===== config.mk =====
export PLATFORM = sky130hd
export DESIGN_NAME = jk_excitation_driver
export DESIGN_NICKNAME = d
export VERILOG_FILES = /design/src/rtl/jk_pkg.sv /design/src/rtl/jk_excite.sv /design/src/rtl/jk_excitation_driver.sv
export SDC_FILE = /design/constraint.sdc
export NUM_CORES = 1
export LEC_CHECK = 0
export CAP_MARGIN = 20
export CORE_ASPECT_RATIO = 1.2
export CORE_MARGIN = 3
export CORE_UTILIZATION = 53
export CTS_BUF_LIST = sky130_fd_sc_hd__clkbuf_4 sky130_fd_sc_hd__clkbuf_8
export CTS_CLUSTER_DIAMETER = 100
export DETAILED_ROUTE_END_ITERATION = 12
export GPL_TIMING_DRIVEN = 0
export PLACE_DENSITY_LB_ADDON = 0.05
export SLEW_MARGIN = 20
export SYNTH_ARGS = -nofsm -noshare
export SYNTH_HDL_FRONTEND = slang
export SYNTH_SLANG_ARGS = --single-unit

===== constraint.sdc =====
create_clock -name clk -period 2.2 [get_ports clk]
set_clock_uncertainty 0.1 [all_clocks]
set_input_delay 0.33 -clock clk [delete_from_list [all_inputs] [get_ports clk]]
set_output_delay 0.33 -clock clk [all_outputs]
set_load 0.02 [all_outputs]

===== src/rtl/jk_pkg.sv =====
// Shared types and helpers for the JK excitation driver.
package jk_pkg;

    typedef enum logic [1:0] {
        IDLE  = 2'd0,
        DRIVE = 2'd1,
        CHECK = 2'd2
    } state_e;

    // Don't-care resolution modes for the unused J or K input.
    localparam int DC_ZERO   = 0;
    localparam int DC_TOGGLE = 1;

    // Returns {j,k} that moves a single JK flip-flop from q to t.
    // The input that does not matter is 0, or 1 on a change when toggle is set.
    function automatic logic [1:0] excite_bit(input logic q, input logic t, input logic toggle);
        logic [1:0] jk;
        jk = 2'b00;
        case ({q, t})
            2'b00:   jk = 2'b00;
            2'b01:   jk = {1'b1, toggle};
            2'b10:   jk = {toggle, 1'b1};
            2'b11:   jk = 2'b00;
            default: jk = 2'b00;
        endcase
        return jk;
    endfunction

endpackage


===== src/rtl/jk_excite.sv =====
// N-bit JK excitation: derives J/K for every bit from the present Q and the target.
module jk_excite
    import jk_pkg::*;
#(
    parameter int N       = 4,
    parameter int DC_MODE = DC_ZERO
) (
    input  logic [N-1:0] q,
    input  logic [N-1:0] t,
    output logic [N-1:0] j,
    output logic [N-1:0] k
);

    // Per-bit table lookup; unused inputs resolved according to DC_MODE.
    always_comb begin
        j = {N{1'b0}};
        k = {N{1'b0}};
        for (int i = 0; i < N; i++) begin
            {j[i], k[i]} = excite_bit(q[i], t[i], (DC_MODE == DC_TOGGLE));
        end
    end

endmodule


===== src/rtl/jk_excitation_driver.sv =====
// Drives a JK flip-flop bank to a requested state: one-cycle excitation,
// read-back check, bounded retries, done/err pulses.
module jk_excitation_driver
    import jk_pkg::*;
#(
    parameter int N         = 4,
    parameter int MAX_RETRY = 2,
    parameter int DC_MODE   = DC_ZERO,
    localparam int RW       = (MAX_RETRY > 0) ? $clog2(MAX_RETRY + 1) : 1
) (
    input  logic          clk,
    input  logic          rst,
    input  logic          tgt_valid,
    output logic          tgt_ready,
    input  logic [N-1:0]  tgt,
    input  logic [N-1:0]  q_fb,
    output logic [N-1:0]  j,
    output logic [N-1:0]  k,
    output logic          done,
    output logic          err,
    output logic [N-1:0]  mismatch,
    output logic [RW-1:0] retries
);

    state_e        state_r, state_next;
    logic [N-1:0]  tgt_r, tgt_next;
    logic [N-1:0]  j_r, j_next, k_r, k_next;
    logic [N-1:0]  mm_r, mm_next;
    logic [N-1:0]  t_sel_s, ex_j_s, ex_k_s, diff_s;
    logic [RW-1:0] cnt_r, cnt_next;
    logic          done_r, done_next, err_r, err_next;

    // The excitation block sees the live target while idle (first drive)
    // and the latched target afterwards (retries).
    assign t_sel_s = (state_r == IDLE) ? tgt : tgt_r;
    assign diff_s  = q_fb ^ tgt_r;

    jk_excite #(
        .N       (N),
        .DC_MODE (DC_MODE)
    ) u_excite (
        .q (q_fb),
        .t (t_sel_s),
        .j (ex_j_s),
        .k (ex_k_s)
    );

    // Next-state and next-output logic; j/k default to hold so they are only
    // nonzero in the cycle following an accept or a retry decision.
    always_comb begin
        state_next = state_r;
        tgt_next   = tgt_r;
        cnt_next   = cnt_r;
        mm_next    = mm_r;
        j_next     = {N{1'b0}};
        k_next     = {N{1'b0}};
        done_next  = 1'b0;
        err_next   = 1'b0;
        case (state_r)
            IDLE: begin
                if (tgt_valid) begin
                    tgt_next   = tgt;
                    cnt_next   = {RW{1'b0}};
                    j_next     = ex_j_s;
                    k_next     = ex_k_s;
                    state_next = DRIVE;
                end else begin
                    state_next = IDLE;
                end
            end
            DRIVE: begin
                state_next = CHECK;
            end
            CHECK: begin
                if (diff_s == {N{1'b0}}) begin
                    done_next  = 1'b1;
                    mm_next    = diff_s;
                    state_next = IDLE;
                end else if (cnt_r < RW'(MAX_RETRY)) begin
                    cnt_next   = cnt_r + RW'(1);
                    j_next     = ex_j_s;
                    k_next     = ex_k_s;
                    state_next = DRIVE;
                end else begin
                    err_next   = 1'b1;
                    mm_next    = diff_s;
                    state_next = IDLE;
                end
            end
            default: begin
                state_next = IDLE;
            end
        endcase
    end

    // State and output registers with synchronous reset.
    always_ff @(posedge clk) begin
        if (rst) begin
            state_r <= IDLE;
            tgt_r   <= {N{1'b0}};
            cnt_r   <= {RW{1'b0}};
            mm_r    <= {N{1'b0}};
            j_r     <= {N{1'b0}};
            k_r     <= {N{1'b0}};
            done_r  <= 1'b0;
            err_r   <= 1'b0;
        end else begin
            state_r <= state_next;
            tgt_r   <= tgt_next;
            cnt_r   <= cnt_next;
            mm_r    <= mm_next;
            j_r     <= j_next;
            k_r     <= k_next;
            done_r  <= done_next;
            err_r   <= err_next;
        end
    end

    // Ready is withheld while reset is asserted so no target slips in.
    assign tgt_ready = (state_r == IDLE) && !rst;
    assign j         = j_r;
    assign k         = k_r;
    assign done      = done_r;
    assign err       = err_r;
    assign mismatch  = mm_r;
    assign retries   = cnt_r;

endmodule

=== Word-level counts from Yosys, hierarchy flattened ===
Cells that the tools add are included.

* Output and inout port bits: 17
* Input bits: 11
* Flip-flop bits (word level): 22

* Equal/unequal tests: 18
* Magnitude comparators: 1
* Reduce and logical (&&, ||, !) cells: 18
* Multiplexer cells: 25
* Add/subtract/negate cells: 1
* Bitwise gates (word level): 2

{| class="wikitable"
|+ Operators by type and width
! operator !! number
|-
| $mux 4 || 9
|-
| $pmux 2 s3 || 5
|-
| $eq 2x2->1 const B || 9
|-
| $pmux 4 s2 || 2
|-
| $eq 2x1->1 const B || 5
|-
| $logic_not 2->1 || 5
|-
| $reduce_or 2->1 || 5
|-
| $ne 2x2->1 const B || 4
|-
| $mux 2 || 3
|-
| $mux 1 || 5
|-
| $logic_not 4->1 || 1
|-
| $pmux 2 s2 || 1
|-
| $reduce_and 2->1 || 2
|-
| $reduce_and 4->1 || 1
|-
| $xor 4x4->4 || 1
|-
| $reduce_or 3->1 || 1
|-
| $add 2x1->2 const B || 1
|-
| $lt 2x2->1 const B || 1
|-
| $reduce_bool 2->1 || 1
|-
| $logic_and 1x1->1 || 1
|-
| $logic_not 1->1 || 1
|-
| $not 1->1 || 1
|}

=== Longest topological paths before layout ===
Gate-level depths: netlist (run 1).

* Depth after elaboration: 8
* Mapped depth: 5
* Depth with buffers taken out: 3

=== By module ===
A second synthesis (run 1) with hierarchy kept.

* Cell total of the unflattened synthesis: 102
* Area total of the unflattened synthesis: 954.7 µm²

{| class="wikitable"
|+ By module, submodules not included
! module !! cells an instance !! area each (µm²) !! seq. area each (µm²) !! instances
|-
| jk_excitation_driver || 94 || 904.6 || 440.4 || 1
|-
| jk_excite || 8 || 50.0 || 0.0 || 1
|}

=== Worst setup path before layout (run 1) ===
OpenSTA, ideal clock, no wires.

* Path kind: reg2reg
* Start: register state_r[1]
* End: register j_r[1], in the netlist j[1]
* Arrival: 1.293 ns
* Cell stages (with the launch flop): 5
* Required time: 2.008 ns
* Slack: 0.714 ns
* Cell sequence: dfxtp_1 buf_6 nor3_2 nand2_1 o32ai_1

* Cells in the longest elaborated chain, start to end: 8
* Elaborated cells between the ends (all ways): 13
* Those cells by class: eq/ne (4); mux (6); reduce/logical (3)

{| class="wikitable"
|+ RTL lines
! element !! RTL line !! text
|-
| from (decl) || jk_excitation_driver.sv:25 || <nowiki>state_e state_r, state_next;</nowiki>
|-
| from (signal assigned) || jk_excitation_driver.sv:108 || <nowiki>state_r <= state_next;</nowiki>
|-
| $logic_not 2->1 || jk_excitation_driver.sv:35, jk_excitation_driver.sv:59 ||
|-
| $mux 4 || jk_excitation_driver.sv:35 || <nowiki>assign t_sel_s = (state_r == IDLE) ? tgt : tgt_r;</nowiki>
|-
| $eq 2x2->1 or $logic_not 2->1 (tied branches) || jk_pkg.sv:19 || <nowiki>case ({q, t})</nowiki>
|-
| $reduce_or 2->1 (no line) || -- ||
|-
| $pmux 2 s3 || jk_pkg.sv:19 ||
|-
| $mux 4 || jk_excitation_driver.sv:79 || <nowiki>end else if (cnt_r < RW'(MAX_RETRY)) begin</nowiki>
|-
| $mux 4 || jk_excitation_driver.sv:75 || <nowiki>if (diff_s == {N{1'b0}}) begin</nowiki>
|-
| $pmux 4 s2 (*) || jk_excitation_driver.sv:59 || <nowiki>case (state_r)</nowiki>
|-
| to (signal assigned) || jk_excitation_driver.sv:103 || <nowiki>j_r <= {N{1'b0}};</nowiki>
|-
| to (signal assigned) || jk_excitation_driver.sv:112 || <nowiki>j_r <= j_next;</nowiki>
|-
| to (decl) || jk_excitation_driver.sv:27 || <nowiki>logic [N-1:0] j_r, j_next, k_r, k_next;</nowiki>
|}

Mark *: on every way between the ends. The rest lies on a longest branch, timed or not.
A chain may end at the register's enable or synchronous reset.

=== Worst setup path in the final report (run 1) ===
* Start: register cnt_r[1], in the netlist retries[1]
* End: output retries[1]

{| class="wikitable"
|+ RTL lines
! element !! RTL line !! text
|-
| from (decl) || jk_excitation_driver.sv:30 || <nowiki>logic [RW-1:0] cnt_r, cnt_next;</nowiki>
|-
| from (signal assigned) || jk_excitation_driver.sv:101 || <nowiki>cnt_r <= {RW{1'b0}};</nowiki>
|-
| from (signal assigned) || jk_excitation_driver.sv:110 || <nowiki>cnt_r <= cnt_next;</nowiki>
|-
| to (decl) || jk_excitation_driver.sv:22 || <nowiki>output logic [RW-1:0] retries</nowiki>
|}

No word-level cell between the ends.

==> metrics.txt, run 1 <==
Buf+Inv Stages, Crit Path=1; Mapped Nets=around 110; overall routing resource usage=0.203; Top FF cell, synth=dfxtp_1; GP Congestion=about 0.8; Synth Register Bits=22; Nets=roughly 140; Crit Path Max Fanout=9; Starting Density=0.597; Worst Path Required=roughly 1.8 ns; vias in the first global route=about 800; CP Capture Type=primary output; outcome=complete, no violations; CP max stage delay=0.67 ns; asr flop ratio synth=0; Routed Antenna Nets=0; Hold Crit Class=input port to flop; Yosys top cell area share=0.428; global route total overflow=0; initial antenna violation count=0; Root Buffer=clkbuf_4; Placed Area=1310 sq um; period utilization=0.888; number of flops mapped to enable cells by yosys=0; largest net degree at the start of global routing=14; Reg clk slew, reported paths=around 0.12 ns; CP top delay family=buffers and inverters; Die Y=between 50 and 60 um; Synth top cells by count=22 x dfxtp_1, 8 x mux2i_1, 8 x nand3_1; final period demand of the worst path=about 2 ns; share of cells above drive strength 1=0.150; Synth-to-Final Area Change=32.8%; Cell variety after synth=27; CTS tree=yes; most frequent cell after synthesis=dfxtp_1; fin worst setup slack=0.246 ns; max frequency=512 MHz; Lkg Pwr=around 0.48 nW; Finish-stage setup viols=0; worst path cell trace=clkdlybuf4s50_1; CTS max path bufs=2; Core Region=between 1500 and 2000 sq um; crit path max-delay cell type=clkdlybuf4s50_1; post-synth top area cell=dfxtp_1; drt initial violations=20; Sink Count=22; IO Count=28; worst-skew pair later-pin latency=roughly 0.32 ns; final WL=roughly 2300 um; DIE AREA=2510 sq um; fin area=roughly 1400 sq um; hold_ws=about 0.33 ns; RSZ-0062 raised after global routing=false; Power Dens Cells=655 nW/um^2; Syn Area/Cell=roughly 11 sq um; Multi-input gate area=547 sq um; Max Cap Viol=0; DRC viols=0; Place WS=0.129 ns; CP Class=flop to primary output; PortBufs=26; H-tree depth=1; Die X=around 46 um; detail-routed net length per standard cell=~16 um; crit path launch type=flop; Vias/cell=slightly above 6; Final Max Tran Viols=0; Seq/Total Area, Yosys=0.428; Worst EP arrival=about 1.5 ns; Mapped Cells=97; dominant cells by area after synthesis=dfxtp_1 43%, mux2i_1 7.8%, xor2_2 4.7%, o32ai_1 4.3%, nand3_1 3.9%; Worst-Margin Slew=0.587 ns; Cell Area, Synth=1030 sq um; DR pass1 iterations=4; vias=around 880; Total Neg Setup Slack=0 ns; relative slew slack=0.607; fillers=116; Final Hold Viols=0; post-DP HPWL=around 1600 um; first-pass GRT wire length=between 3000 and 4000 um; register area=about 440 sq um; Post-CTS Repair Setup Buffers=0; CTS Buf Count=3; peak supply drop=443 uV; Antenna Cells=0; row count=16; final core occ=0.794; yosys warns=0
where the power goes:
part	switching, mW	internal [mW]	total, mW
clock	0.128	0.184	0.312
combinational	0.0895	0.0687	0.158
sequential	0.0105	0.414	0.424
total	0.228	0.667	0.895
worst paths after layout:
path / cells past startpoint / start / slack [ns] / to
worst min register to register: 2 / retries[0] / 0.42 / retries[1]
worst max-delay path: 1 / retries[1] / 0.25 / retries[1]
worst max register to register: 4 / tgt_r[2] / 0.61 / j[0]
worst min-delay path: 3 / rst / 0.33 / retries[0]
metrics by stage:
stage,std cells,power (mW)
2_1_floorplan,97,0.530
3_3_place_gp,141,0.586
5_1_grt,145,0.921
3_5_place_dp,141,0.589
6_report,145,0.895
4_1_cts,145,0.896
flip-flops by register name, indices dropped and copies added (netlist names):
name,flops
retries,2
tgt_r,4
err,1
state_r,2
j,4
mismatch,4
k,4
done,1
layer usage:
layer,global-route usage,wire (um)
met5,0,0
met4,0.109,53
met3,0.0362,131
met2,0.328,1130
met1,0.252,964
what timing repair did:
action | in CTS | in global routing
endpoints found under the setup margin | 0 | 1
hold buffers | 0 | 0
gates resized for setup | 0 | 1
cells by family after synthesis:
group / Yosys count / share of synthesized area
and+or+nand+nor: 31 / 0.196
buffers and inverters: 7 / 0.0401
DFF: 22 / 0.428
muxes: 9 / 0.0888
xor gates and xnor gates: 4 / 0.0560
AOI/OAI and AO/OA: 24 / 0.191
layout by cell type, fill, tap and decap left out, drive strengths merged:
cell type	count
a21oi	4
clkdlybuf4s50	25
mux2	1
inv	1
nand3	8
o311ai	4
xor2	4
o22ai	4
nand2b	1
o21ai	5
nor3b	5
or4	1
nor3	2
buf	3
o32ai	5
nand2	2
or3	4
nor2	6
nor4b	1
dfxtp	22
o41ai	2
clkbuf	6
mux2i	8
dlymetal6s2s	1
and3b	1
bufinv	1
layout make-up:
class	instances	area share
Multi-Input combinational cell	68	0.400
Sequential cell	22	0.322
Timing Repair Buffer	26	0.192
Buffer	6	0.0275
Clock inverter	1	0.0220
Clock buffer	3	0.0165
Tap cell	18	0.0165
Inverter	1	0.00275
Power figures use the tool's default switching activity.
==> run 2, diff against run 1 <==
--- a/config.mk
+++ b/config.mk
@@ -8,7 +8,7 @@
 export CAP_MARGIN = 20
 export CORE_ASPECT_RATIO = 1.2
 export CORE_MARGIN = 3
-export CORE_UTILIZATION = 53
+export CORE_UTILIZATION = 45
 export CTS_BUF_LIST = sky130_fd_sc_hd__clkbuf_4 sky130_fd_sc_hd__clkbuf_8
 export CTS_CLUSTER_DIAMETER = 100
 export DETAILED_ROUTE_END_ITERATION = 12
==> run 2 against run 1 <==
Against the previous run: setup slack improved by 0.027 ns; largest power group unchanged; sequential power barely moved; clock-buffer cell count rose by 1; critical path depth unchanged; fmax increased by 1.4%; non-clock buffer count stayed put; via count decreased by 3.4%; clock power fell by 29%; register-to-register slack improved by 0.05 ns; sequential cell count unchanged; routed wire length fell by 7.6%; design area is essentially flat; largest cell class unchanged.
==> metrics.txt, run 2 (synthesis gave the netlist of run 1 again) <==
Root Buffer=clkbuf_4; Die X=49.6 um; Final Hold Viols=0; Worst EP arrival=about 1.5 ns; global route total overflow=0; CP Capture Type=primary output; CTS tree=yes; drt initial violations=10; Core Region=between 2000 and 2500 sq um; Buf+Inv Stages, Crit Path=1; crit path max-delay cell type=clkdlybuf4s50_1; vias=around 850; Placed Area=about 1300 sq um; share of cells above drive strength 1=0.150; Routed Antenna Nets=0; CTS max path bufs=2; relative slew slack=0.623; final period demand of the worst path=1.93 ns; Power Dens Cells=between 500 and 600 nW/um^2; Reg clk slew, reported paths=0.12 ns; most frequent cells in the layout=25 x clkdlybuf4s50_1, 22 x dfxtp_1, 8 x mux2i_1, 8 x nand3_1, 6 x nor2_1; hold buffer count at cts=0; CTS Buf Count=3; worst reg2reg startpoint=tgt_r[2]; Lkg Pwr=approximately 0.47 nW; Total Neg Setup Slack=0 ns; GP Congestion=between 0.7 and 0.8; DIE AREA=a little under 3000 sq um; fin area=~1400 sq um; Antenna Cells=0; hold wc startpoint=rst; max frequency=~520 MHz; CP max stage delay=0.67 ns; largest net degree at the start of global routing=13; Max Cap Viol=0; period utilization=0.876; RSZ-0062 raised after global routing=false; Starting Density=0.486; sw frac=0.273; commonest non-fill, non-tap cell in the layout=clkdlybuf4s50_1; Vias/cell=5.42; Synth-to-Final Area Change=32.7%; Comb power frac=0.194; worst path cell trace=clkdlybuf4s50_1; PortBufs=26; CP top delay family=buffers and inverters; post-DP HPWL=approximately 1500 um; Finish-stage setup viols=0; row count=18; outcome=complete, no violations; Worst Path Required=roughly 1.8 ns; CP Class=flop to primary output; H-tree depth=1; crit path launch type=flop; Crit. Startpoint=retries[1]; Die Y=58.4 um; worst-skew pair later-pin latency=slightly above 0.3 ns; DRC viols=0; detail-routed net length per standard cell=13.4 um; Worst-Margin Slew=~0.56 ns; DR pass1 iterations=4; final WL=roughly 2100 um; Final Max Tran Viols=0; clock group share of total power=0.278; peak supply drop=just under 400 uV; IO Count=28; final core occ=0.645; net load switching power=0.219 mW; first-pass GRT wire length=~3700 um; sequential power share=0.529; initial antenna violation count=0; overall routing resource usage=0.166; Crit Path Max Fanout=9; Int Power=around 0.6 mW; Nets=approximately 140; vias in the first global route=~800; Place WS=0.156 ns; fin worst setup slack=between 0.2 and 0.3 ns; Sink Count=22; Hold Crit Class=input port to flop
run 2: timing repair:
| action | 4_1_cts | 5_1_grt |
|---|---|---|
| gates resized for setup | 0 | 1 |
| setup buffers | 0 | 0 |
| endpoints found under the setup margin | 0 | 1 |
run 2: layout make-up:
type / instances / area, sq um
Multi-Input combinational cell: 68 / 547
Buffer: 6 / 37.5
Fill cell: 193 / 752
Timing Repair Buffer: 26 / 263
Clock buffer: 4 / 36.3
Sequential cell: 22 / 440
Tap cell: 30 / 37.5
Inverter: 1 / 3.75
run 2: final timing paths:
check                                   to  slack (ns)  cells past startpoint
worst min register to register  retries[1]        0.42                      2
worst max register to register  retries[1]        0.66                      4
worst max-delay path            retries[1]        0.27                      1
worst min-delay path            retries[0]        0.34                      3
run 2: power by group through the flow:
stage / clock (mW) / combinational [mW] / sequential (mW)
floorplan: 0 / 0.0887 / 0.441
finish: 0.223 / 0.155 / 0.424
global placement: 0 / 0.154 / 0.433
global route: 0.244 / 0.169 / 0.426
CTS: 0.223 / 0.156 / 0.424
detailed placement: 0 / 0.156 / 0.433
run 2: layer usage:
metal  GRT usage  up-vias  part of all wire  routed length [um]
li1            -      427                 -                   -
met3      0.0228        5             0.044                  92
met5           0        -                 0                   0
met4      0.0949        0             0.021                  45
met2       0.267       22              0.46                 960
met1       0.215      397              0.48                1010
run 2: worst min-delay path: cells and delay by family:
| family | cells | cell delay [ns] |
|---|---|---|
| buf+inv | 1 | 0.16 |
| simple gates | 1 | 0.11 |
| mux | 1 | 0.12 |
run 2: per-stage QoR:
stage	hold WS (ns)	power [mW]	cells
2_1_floorplan	0.351	0.530	97
3_5_place_dp	0.407	0.589	153
5_1_grt	0.373	0.839	157
6_report	0.339	0.802	157
3_3_place_gp	0.393	0.587	153
4_1_cts	0.345	0.804	157
==> edit 1 (flow settings as in run 1) <==
`MAX_RETRY`: 2 -> 1.
--- a/src/rtl/jk_excitation_driver.sv
+++ b/src/rtl/jk_excitation_driver.sv
@@ -4,7 +4,7 @@
     import jk_pkg::*;
 #(
     parameter int N         = 4,
-    parameter int MAX_RETRY = 2,
+    parameter int MAX_RETRY = 1,
     parameter int DC_MODE   = DC_ZERO,
     localparam int RW       = (MAX_RETRY > 0) ? $clog2(MAX_RETRY + 1) : 1
 ) (
Interface: changed (resized retries); port bits go from 28 to 27. No check against the original RTL was run, so the function may have changed too.
==> edit 1 against run 1 <==
Sequential cell count shrank 1; maximum frequency is 6.4% lower; synthesized area fell by 11%; setup slack got worse by 130 ps; final area down 10%; routed wire length shrank 2.8%; total power down 6.3%; largest cell class unchanged; largest power group unchanged; highest routed layer unchanged.
==> edit 1: results (changes against run 1) <==
Clock tree
  – CTS buffer count: 3 (unchanged)
  – Setup bufs post-CTS: 0 (unchanged)
  – Worst-Skew Late Latency: 310 ps

Synth
  – Post-Syn Nets: 100 (was 108)
  – Async set or reset register ratio after synthesis: 0 (unchanged)
  – Main synth FF type: dfxtp_1 (unchanged)
  – Largest cells by area after synthesis: dfxtp_1 46%, mux2i_1 4.4%, a32oi_1 3.8%, o41ai_1 3.8%, xor2_1 3.8% (was dfxtp_1 43%, mux2i_1 7.8%, xor2_2 4.7%, o32ai_1 4.3%, nand3_1 3.9%)
  – Top post-synthesis cells by count: 21 x dfxtp_1, 9 x nand2_1, 6 x a21oi_1 (was 22 x dfxtp_1, 8 x mux2i_1, 8 x nand3_1)
  – YS warnings: 0 (unchanged)
  – Seq/Total Area, Yosys: 0.4578 (was 0.4282)

Route
  – Drt first pass iters: 4 (unchanged)
  – Drt via density: 6.022 (was 6.076)
  – Final wirelength: 2217 um (was 2280 um)
  – DRT iter0 DRCs: 15 (was 20)

Placement
  – Detailed Place HPWL: 1594 um (was 1631 um)
  – Port buffer count: 26 (unchanged)
  – Post-DP Area: 1200 um2 (was 1311 um2)
  – Placer Congestion: 0.7841 (was 0.7883)

Hold path
  – Hold Crit Endpoint: mismatch[3] (was retries[0])
  – WHS Path Cells: 2 (was 3)
  – Hold/Removal Path Class: reg -> reg (was in -> reg)
  – Hold Startpoint: mismatch[3] (was rst)

Setup path
  – CP endpoint: tgt_ready (was retries[1])
  – Crit-path max cell delay: 510 ps (was 670 ps)
  – Worst reg2reg path depth: 3 (was 4)
  – Worst flop-to-flop path endpoint: j[3] (was j[0])
  – Reg2reg start: tgt_r[2] (unchanged)
  – Maximum fanout along the worst path: 10 (was 9)
  – Crit path DAT: 1660 ps (was 1520 ps)
  – Worst setup path start: rst (was retries[1])
  – Flop2flop setup slack: 470 ps (was 610 ps)

Pwr
  – Worst ir drop on vdd: 468.0 uV (was 442.9 uV)
  – Leak: 0.4543 nW (was 0.4814 nW)

Global routing
  – Pin count of the biggest net entering global routing: 12 (was 14)
  – Initial antenna violation count: 0 (unchanged)
  – First-pass GRT wire length: 3739 um (was 3636 um)
  – Vias in the first global route: 794 (was 810)
  – All-layer global routing usage: 0.2221 (was 0.2030)

STA
  – Final setup viols: 0 (unchanged)
  – Worst-margin pin slew: 834.6 ps (was 587.0 ps)

Cells and area
  – Final #Nets: 131 (was 139)
  – Share of cells above drive strength 1: 0.1176 (was 0.1496)
  – Antenna Cells: 0 (unchanged)

Outcome
  – Status: finished clean (unchanged)
[edit 1: logic make-up after synthesis]
kind of cell / after synthesis / share of synthesized area
AO/OA/AOI/OAI: 23 / 0.2207
multiplexers: 8 / 0.09264
buffers and inverters: 8 / 0.03406
flip-flops: 21 / 0.4578
XOR/XNOR: 4 / 0.03814
AND/OR/NAND/NOR: 25 / 0.1567
[edit 1: metrics by stage]
step | cells | util | hold WS, ps | setup WS [ps]
after global routing | 136 | 0.7992 | 432.2 | 9.120
after floorplan | 89 | - | 298.9 | 722.8
after detailed placement | 132 | 0.7797 | 376.3 | -269.1
final | 136 | 0.7992 | 392.0 | 112.8
after global placement | 132 | 0.7797 | 367.0 | -196.2
after CTS | 136 | 0.7992 | 393.0 | 100.5
[edit 1: power by group]
part | switching [W] | internal, W | total, W
Clock | 0.000115 | 0.0000832 | 0.000198
Sequential | 0.0000237 | 0.000407 | 0.000431
Combinational | 0.000114 | 0.0000962 | 0.000210
Total | 0.000252 | 0.000586 | 0.000838
[edit 1: cell type report]
type	count	area [um2]
Buffer	3	13.76
Clock buffer	4	30.03
Fill cell	104	309.0
Inverter	5	18.77
Multi-Input combinational cell	60	466.7
Sequential cell	21	420.4
Tap cell	17	21.27
Timing Repair Buffer	26	259.0
[edit 1: worst max-delay path: cells and delay by family]
kind / cells / cell delay [ps]
buffers and inverters: 3 / 1130
AND/OR/NAND/NOR: 1 / 200
[edit 1: what timing repair did]
action | in CTS | in global routing
setup endpoints to repair | 1 | 0
hold buffers | 0 | 0
resized for setup | 2 | 0
[edit 1: metal layers]
| layer | GRT usage | share of wire |
|---|---|---|
| met3 | 0.03114 | 0.062 |
| met4 | 0.1206 | 0.031 |
| met5 | 0 | 0 |
| met1 | 0.2602 | 0.41 |
| met2 | 0.3811 | 0.50 |
==> edit 2 (config.mk and constraints of run 1) <==
Made on the original files. Reset style: asynchronous (`rst`), changed in one clocked block. Comments in the files are not updated.
--- a/src/rtl/jk_excitation_driver.sv
+++ b/src/rtl/jk_excitation_driver.sv
@@ -94,7 +94,7 @@
     end
 
     // State and output registers with synchronous reset.
-    always_ff @(posedge clk) begin
+    always_ff @(posedge clk or posedge rst) begin
         if (rst) begin
             state_r <= IDLE;
             tgt_r   <= {N{1'b0}};
Behaviour: differs if rst is asserted again (counterexample within 4 cycles, from zero or initial values and one cycle with rst high); with rst held inactive, the same outputs for 10 cycles.
==> edit 2 against run 1 <==
Routed wire length decreased by 16%; final area decreased by 9.7%; setup slack got worse by 86 ps; sequential cell count unchanged; synthesized area decreased by 14%; first-iteration DRC count decreased by 40%; non-clock buffer count decreased by 5; die area decreased by 12%; highest routed layer unchanged.
Power is not compared: it rests on default switching activity, and its combinational part moved more than twofold at a synthesized area within 25%.
==> edit 2: results (changes against run 1) <==
Global routing
  – Pin count of the biggest net entering global routing: 23 (was 14)
  – All-layer global routing usage: 0.1966 (was 0.2030)
  – First-pass GRT wire length: 3146 um (was 3636 um)
  – Vias in the first global route: 686 (was 810)

Synth
  – Post-synthesis mux area share: 0.09564 (was 0.08881)
  – Synth Area in Compound Gates: 0.08861 (was 0.1910)
  – Synth unique cells: 21 (was 27)
  – Top post-synthesis cells by count: 22 x dfrtp_1, 5 x nor2_1, 5 x nor3_1 (was 22 x dfxtp_1, 8 x mux2i_1, 8 x nand3_1)
  – Cells after Synth: 69 (was 97)
  – Post-Syn Nets: 80 (was 108)
  – Largest cells by area after synthesis: dfrtp_1 62%, mux2_2 5.1%, mux2i_1 4.5%, xnor2_1 3.9%, a21o_1 3.4% (was dfxtp_1 43%, mux2i_1 7.8%, xor2_2 4.7%, o32ai_1 4.3%, nand3_1 3.9%)

Setup path
  – Crit-path max cell delay: 620 ps (was 670 ps)
  – Worst reg2reg path depth: 5 (was 4)
  – Maximum fanout along the worst path: 5 (was 9)

Route
  – DRT iter0 DRCs: 12 (was 20)
  – Final wirelength: 1925 um (was 2280 um)
  – DR vias: 645 (was 881)

Placement
  – Detailed Place HPWL: 1383 um (was 1631 um)
  – Cells after DPL: 113 (was 141)
  – Post-DP Area: 1181 um2 (was 1311 um2)
  – Placer Congestion: 0.7392 (was 0.7883)
  – Place WS: 167.7 ps (was 129.2 ps)

STA
  – Worst-margin pin slew: 796.8 ps (was 587.0 ps)

Hold path
  – Hold/Removal Path Class: in -> async (was in -> reg)

Cells and area
  – Share of cells above drive strength 1: 0.1200 (was 0.1496)

Outcome
  – Status: finished clean (unchanged)
## edit 2: cell types whose count changed after synthesis, moves of 5 or more
cell	run 1	this run
dfrtp_1	0	22
dfxtp_1	22	0
nand3_1	8	0
nor3_1	0	5
o32ai_1	5	0
## edit 2: layout make-up
class                      count  area (um2)
clock inverter                 1       30.03
fill                          89       267.8
sequential                    22       550.5
clock buffer                   3       22.52
tap                           17       21.27
inverter                       2       8.758
timing repair buffer          27       270.3
multi-input combinational     45       330.3
## edit 2: routing by layer
layer | wire length (um) | vias up | GRT usage
li1 | - | 305 | -
met1 | 828 | 310 | 0.2524
met2 | 960 | 25 | 0.3202
met3 | 93 | 5 | 0.02817
met4 | 42 | 0 | 0.1005
met5 | 0 | - | 0
## edit 2: report_power, final
part           switching (W)  internal (W)  leakage [nW]  total (W)
sequential          0.000109      0.000548         0.285   0.000656
combinational       0.000376      0.000376         0.270   0.000752
clock               0.000126      0.000184        0.0279   0.000310
## edit 2: worst max path at each step
stage | end | slack (ps) | cells after the start
2_1_floorplan | k[0] | 800 | 5
3_3_place_gp | k[1] | 200 | 6
3_5_place_dp | k[1] | 170 | 6
4_1_cts | tgt_ready | 160 | 2
5_1_grt | tgt_ready | 90 | 2
6_report | tgt_ready | 160 | 2
## edit 2: kinds of logic after synthesis
logic type | after synthesis
xor gates and xnor gates | 4
AOI/OAI and AO/OA | 9
DFF | 22
buffers and inverters | 2
and+or+nand+nor | 24
muxes | 8
## edit 2: metrics by stage
stage / power, W / utilization / hold slack (ps)
after floorplan: 0.001099 / - / 219.2
after global placement: 0.001374 / 0.7867 / 362.2
after detailed placement: 0.001411 / 0.7867 / 365.0
after CTS: 0.001721 / 0.8217 / 393.0
after global routing: 0.001800 / 0.8217 / 413.3
final: 0.001718 / 0.8217 / 386.1
